### config.mk
export PLATFORM = sky130hd
export DESIGN_NAME = win_scanner
export DESIGN_NICKNAME = d
export VERILOG_FILES = /design/src/rtl/win_scanner.sv
export SDC_FILE = /design/constraint.sdc
export NUM_CORES = 1
export LEC_CHECK = 0
export ABC_AREA = 1
export ABC_CLOCK_PERIOD_IN_PS = 8400
export CAP_MARGIN = 5
export CORE_UTILIZATION = 45
export CTS_BUF_LIST = sky130_fd_sc_hd__clkbuf_8 sky130_fd_sc_hd__clkbuf_16
export CTS_CLUSTER_SIZE = 8
export DETAILED_ROUTE_END_ITERATION = 7
export DONT_BUFFER_PORTS = 1
export PLACE_DENSITY_LB_ADDON = 0.25
export SLEW_MARGIN = 10
export SYNTH_ARGS = -nofsm -noshare
export SYNTH_HDL_FRONTEND = slang
export SYNTH_SLANG_ARGS = --single-unit
### constraint.sdc
create_clock -name clk -period 8.4 [get_ports clk]
set_input_delay 1.26 -clock clk [delete_from_list [all_inputs] [get_ports clk]]
set_output_delay 1.26 -clock clk [all_outputs]
set_load 0.01 [all_outputs]
### src/rtl/win_scanner.sv
// win_scanner: sequential connect-N win/draw detector.
// Snapshots the playable columns of both colour planes on token_ready, then
// evaluates one anchor cell per clock in row-major order. A win ends the scan
// early; a full board with no win is a draw. game_over/winner are sticky.
// Optional feature macro: WIN_LINE_EN adds win_row/win_col/win_dir outputs
// reporting the anchor and direction of the winning line.
module win_scanner #(
  parameter int ROWS    = 6,
  parameter int COLS    = 7,
  parameter int COL_OFS = 9,
  parameter int BOARD_W = 16,
  parameter int CONNECT = 4
) (
  input  logic                           clk,
  input  logic                           reset,
  input  logic [ROWS-1:0][BOARD_W-1:0]   board_red,
  input  logic [ROWS-1:0][BOARD_W-1:0]   board_grn,
  input  logic                           token_ready,
  output logic                           busy,
  output logic                           done,
  output logic                           game_over,
  output logic [1:0]                     winner
`ifdef WIN_LINE_EN
  , output logic [$clog2(ROWS)-1:0]      win_row
  , output logic [$clog2(COLS)-1:0]      win_col
  , output logic [1:0]                   win_dir
`endif
);

  localparam int RW    = $clog2(ROWS);
  localparam int CW    = $clog2(COLS);
  localparam int CELLS = ROWS * COLS;
  localparam int CNT_W = $clog2(CELLS + 1);

  localparam logic [0:0] IDLE = 1'b0;
  localparam logic [0:0] SCAN = 1'b1;

  // Parameter sanity checks at elaboration.
  if (CONNECT < 2) begin : g_chk_connect_min
    $error("win_scanner: CONNECT must be >= 2");
  end
  if (CONNECT > ROWS) begin : g_chk_connect_rows
    $error("win_scanner: CONNECT must be <= ROWS");
  end
  if (CONNECT > COLS) begin : g_chk_connect_cols
    $error("win_scanner: CONNECT must be <= COLS");
  end
  if (COL_OFS + COLS > BOARD_W) begin : g_chk_cols_fit
    $error("win_scanner: COL_OFS+COLS must be <= BOARD_W");
  end

  typedef logic [ROWS-1:0][COLS-1:0] plane_t;

  logic [0:0]       state;
  logic             pending;
  plane_t           snap_red;
  plane_t           snap_grn;
  logic [RW-1:0]    row_idx;
  logic [CW-1:0]    col_idx;
  logic [CNT_W-1:0] fill_cnt;

  logic             cell_filled;
  logic [CNT_W-1:0] fill_next;
  logic             last_anchor;
  logic [3:0]       red_dirs;
  logic [3:0]       grn_dirs;
  logic             red_win;
  logic             grn_win;
  logic [3:0]       hit_dirs;
  logic [1:0]       hit_dir;

  // Only the playable columns are consumed; the remaining row-word bits are
  // folded here so they are visibly accounted for.
  logic unused_board_bits;
  assign unused_board_bits = ^{board_red, board_grn};

  // Keep only the playable columns of a board plane.
  function automatic plane_t extract(input logic [ROWS-1:0][BOARD_W-1:0] b);
    plane_t p;
    for (int r = 0; r < ROWS; r++) begin
      p[r] = b[r][COL_OFS +: COLS];
    end
    return p;
  endfunction

  // True when CONNECT cells from (r,c) in direction d are all set in p.
  // Any cell leaving the grid disqualifies the direction.
  function automatic logic line_hit(input plane_t p, input int r, input int c,
                                    input int d);
    logic hit;
    int   rr;
    int   cc;
    hit = 1'b1;
    for (int k = 0; k < CONNECT; k++) begin
      rr = r + ((d == 1 || d == 2) ? k : ((d == 3) ? -k : 0));
      cc = c + ((d == 1) ? 0 : k);
      if (rr < 0 || rr >= ROWS || cc < 0 || cc >= COLS) begin
        hit = 1'b0;
      end else if (!p[rr[RW-1:0]][cc[CW-1:0]]) begin
        hit = 1'b0;
      end
    end
    return hit;
  endfunction

  assign busy        = (state == SCAN);
  assign cell_filled = snap_red[row_idx][col_idx] | snap_grn[row_idx][col_idx];
  assign fill_next   = fill_cnt + CNT_W'(cell_filled);
  assign last_anchor = (row_idx == RW'(ROWS - 1)) && (col_idx == CW'(COLS - 1));

  // Evaluate all directions at the current anchor and pick the reported line.
  always_comb begin
    // NOTE: every combinational output gets a default first so no path leaves it unassigned (no latch).
    red_dirs = '0;
    grn_dirs = '0;
    hit_dir  = '0;
    for (int d = 0; d < 4; d++) begin
      red_dirs[d] = line_hit(snap_red, int'(row_idx), int'(col_idx), d);
      grn_dirs[d] = line_hit(snap_grn, int'(row_idx), int'(col_idx), d);
    end
    red_win  = |red_dirs;
    grn_win  = |grn_dirs;
    hit_dirs = red_win ? red_dirs : grn_dirs;
    for (int d = 3; d >= 0; d--) begin
      if (hit_dirs[d]) hit_dir = 2'(d);
    end
  end

  // Scan FSM, snapshot capture, anchor walk and sticky result registers.
  always_ff @(posedge clk) begin
    // NOTE: sequential state uses non-blocking assignments so every register samples pre-edge values.
    if (reset) begin
      state     <= IDLE;
      pending   <= 1'b0;
      // NOTE: the snapshot is small and must read as an empty board after reset, so it is reset too.
      snap_red  <= '0;
      snap_grn  <= '0;
      row_idx   <= '0;
      col_idx   <= '0;
      fill_cnt  <= '0;
      done      <= 1'b0;
      game_over <= 1'b0;
      winner    <= 2'b00;
`ifdef WIN_LINE_EN
      win_row   <= '0;
      win_col   <= '0;
      win_dir   <= '0;
`endif
    end else begin
      done <= 1'b0;
      case (state)
        IDLE: begin
          if (game_over) begin
            pending <= 1'b0;
          end else if (token_ready || pending) begin
            snap_red <= extract(board_red);
            snap_grn <= extract(board_grn);
            row_idx  <= '0;
            col_idx  <= '0;
            fill_cnt <= '0;
            pending  <= 1'b0;
            state    <= SCAN;
          end
        end
        SCAN: begin
          if (token_ready) pending <= 1'b1;
          if (red_win || grn_win) begin
            game_over <= 1'b1;
            winner    <= red_win ? 2'b01 : 2'b10;
            done      <= 1'b1;
            state     <= IDLE;
`ifdef WIN_LINE_EN
            win_row   <= row_idx;
            win_col   <= col_idx;
            win_dir   <= hit_dir;
`endif
          end else if (last_anchor) begin
            done     <= 1'b1;
            state    <= IDLE;
            fill_cnt <= fill_next;
            if (fill_next == CNT_W'(CELLS)) begin
              game_over <= 1'b1;
              winner    <= 2'b11;
            end
          end else begin
            fill_cnt <= fill_next;
            if (col_idx == CW'(COLS - 1)) begin
              col_idx <= '0;
              row_idx <= row_idx + RW'(1);
            end else begin
              col_idx <= col_idx + CW'(1);
            end
          end
        end
        default: state <= IDLE;
      endcase
    end
  end

endmodule

==> qor.csv <==
metric,value,unit
status,"finished, final reports clean",
global-route wire length before repair,50600,microns
FF-to-FF Start,row_idx[1]$_SDFFE_PP0P_,
endpoints failing setup,0,
worst-path fanout max,58,
period utilisation layout,64.01,%
initial antenna violation count,0,
Final Critical Period,5377,ps
fillcell total,2071,
CTS root buf,clkbuf_16,
GRT overflow,0,
RSZ-0062 raised after global routing,false,
post-route setup slack,3023,ps
CP Launch Type,register,
clock-pin slew on the worst setup and hold paths,80,ps
CTS tree,yes,
Resized cells post-CTS,0,
vias in the first global route,9391,
Reg-to-Reg End,row_idx[2]$_SDFFE_PP0P_,
mean area per synthesized cell,5.590,sq um
Core ar.,0.01896,sq mm
Non-Filler Instances,1764,
drt first pass iters,5,
"Req. time, crit path",8670,ps
HPWL Detailed,22120,microns
final net count,1717,
worst skew pair latency,360,ps
vias after detailed routing,10320,
area grow syn2layout,2.339,%
die width,142.0,microns
Hold Path Depth,2,
hold buffer count at CTS,0,
CTS HTree Levels,3,
Slew headroom,19.65,%
Detail Route Antenna Nets,0,
die height,142.0,microns
CTS Buf Count,9,
number of synthesis warnings,0,
wire per inst,17.94,microns
Hold Crit Class,reg2reg,
largest net degree at the start of global routing,103,
clk_skew,7.803,ps
R2R cell count,22,
Placed Cells,1748,
vias per cell,5.852,
share of cells above drive strength 1,4.322,%
Final Hold Vio Count,0,
Residual DRC,0,
DRT Wirelength,31640,microns
Hold EP,snap_red[29]$_SDFFE_PP0P_,
Synth cell types,39,
Max Cap Viol,0,
pre-CTS setup slack,3149,ps
Rows,50,
Mapped Nets,1797,
die area,0.02018,sq mm
Yosys reg bits,102,
hold path start,snap_red[29]$_SDFFE_PP0P_,
worst slew pin tran,1201,ps
Sink Count,102,
Critical Path Sink Type,register,
# diodes,0,
GPL Wtd Cong,0.9815,
kind of critical path,reg2reg,
Starting Density,46.56,%
Netlist Area Pre-Place,0.008826,sq mm
post-CTS setup buffers,0,
Reg2Reg Setup Slack,3020,ps
DRT iter0 DRCs,1229,
fmax,0.1860,GHz
port bufs,0,
critical path arrival,5640,ps
All-Layer GR Usage,32.37,%
worst hold margin,474.4,ps
Post-Syn Instances,1579,
register area share after synthesis,23.14,%
Pins Over Slew Limit,0,
Sum Neg Setup Slack,0,ps
Max clock buf depth,2,
I/O pin cnt,200,
==> flip-flops by register name, indices dropped and copies added (netlist names) <==
name	cells
busy	1
snap_grn	42
done	1
winner	2
fill_cnt	6
game_over	1
snap_red	42
row_idx	3
col_idx	3
pending	1
==> synthesized netlist by cell type (all sizes together) <==
master | instances | area share, %
clkbuf | 41 | 1.7
nor4 | 1 | 0.14
xor2 | 3 | 0.30
nand4 | 3 | 0.21
dfxtp | 102 | 23
clkinv | 2 | 0.14
buf | 63 | 4.3
o21a | 1 | 0.085
nor3b | 2 | 0.17
xnor2 | 1 | 0.099
nor3 | 9 | 0.51
nor2 | 247 | 11
o21ai | 131 | 7.4
ha | 23 | 3.3
a31oi | 1 | 0.071
or2 | 2 | 0.14
inv | 64 | 2.8
a21oi | 54 | 3.1
nand2 | 453 | 20
nand3 | 373 | 22
and3b | 1 | 0.099
and3 | 1 | 0.071
o221ai | 1 | 0.099
==> worst max-delay path by stage <==
stage / slack, ps / end / depth (start not counted) / startpoint
final: 3020 / row_idx[2]$_SDFFE_PP0P_ / 22 / row_idx[1]$_SDFFE_PP0P_
after global routing: 2730 / fill_cnt[3]$_SDFFE_PP0P_ / 20 / row_idx[1]$_SDFFE_PP0P_
after CTS: 3130 / row_idx[1]$_SDFFE_PP0P_ / 22 / row_idx[1]$_SDFFE_PP0P_
after detailed placement: 3150 / row_idx[1]$_SDFFE_PP0P_ / 22 / row_idx[1]$_SDFFE_PP0P_
after global placement: 3200 / row_idx[2]$_SDFFE_PP0P_ / 22 / row_idx[1]$_SDFFE_PP0P_
after floorplan: 5370 / fill_cnt[2]$_SDFFE_PP0P_ / 23 / row_idx[1]$_SDFFE_PP0P_
==> per-layer routing <==
| layer | vias to the layer above | GRT usage [%] | share of wire (%) |
|---|---|---|---|
| li1 | 5042 | - | - |
| met2 | 509 | 50.75 | 43 |
| met3 | 91 | 4.240 | 8.2 |
| met5 | - | 0 | 0 |
| met4 | 0 | 16.47 | 5.0 |
| met1 | 4681 | 43.41 | 44 |
==> logic make-up after synthesis <==
family,count (synthesis),share of synthesized area (%)
AOI/OAI and AO/OA,188,10.75
xor gates and xnor gates,4,0.3970
adders and majority gates,23,3.261
buffers and inverters,170,8.945
DFF,102,23.14
and+or+nand+nor,1092,53.52
==> area by class of cell <==
| type | count | area (sq um) | share of cell area, % |
|---|---|---|---|
| multi-input combinational | 1307 | 6000 | 66.42 |
| timing repair buffer | 13 | 97.59 | 1.080 |
| inverter | 66 | 255.2 | 2.826 |
| sequential | 102 | 2047 | 22.66 |
| clock buffer | 9 | 225.2 | 2.493 |
| clock inverter | 7 | 82.58 | 0.9143 |
| tap | 260 | 325.3 | 3.602 |
==> cell usage in the layout, fill, tap and decap left out, types with 2 or more instances in the layout <==
master	netlist	routed
nand3_1	368	368
nor2_1	242	242
nand3_2	4	4
clkinvlp_4	0	2
nand2_4	2	2
nand4_1	3	3
nand2_1	444	444
nor3_1	9	8
buf_4	6	13
dfxtp_1	102	100
o21ai_0	108	108
nor3b_1	2	2
inv_2	8	10
clkinv_4	1	4
o21ai_1	23	23
xor2_1	3	3
nor2_2	3	3
a21oi_1	54	54
ha_1	23	23
inv_1	55	53
clkbuf_16	0	9
nand2_2	6	6
==> stage by stage <==
step                      instance area (sq um)  utilization (%)
after floorplan                            8826                -
after global placement                     8725            46.03
after detailed placement                   8725            46.03
after CTS                                  9032            47.65
after global routing                       9032            47.65
final                                      9032            47.65
==> worst max-delay path, cell delays in order, from the launching register on <==
cell and delay (ps):
dfxtp_2 310, buf_4 520, inv_1 490, buf_4 380, ha_1 310, buf_4 520, inv_2 440, buf_4 360
or2_1 270, nand2_1 60, nand2_1 80, nor4_2 460, nand2_1 100, nor2_1 120, nand3_1 90, nand2_2 130
nor2_8 70, nand3_4 80, nand2_8 100, nand2_4 140, nand2_1 60, nand2_1 80, nor2_1 40
Power is left out: the tool's default activity adds up to more than one toggle a clock period on the data nets, which glitch-free logic cannot reach.
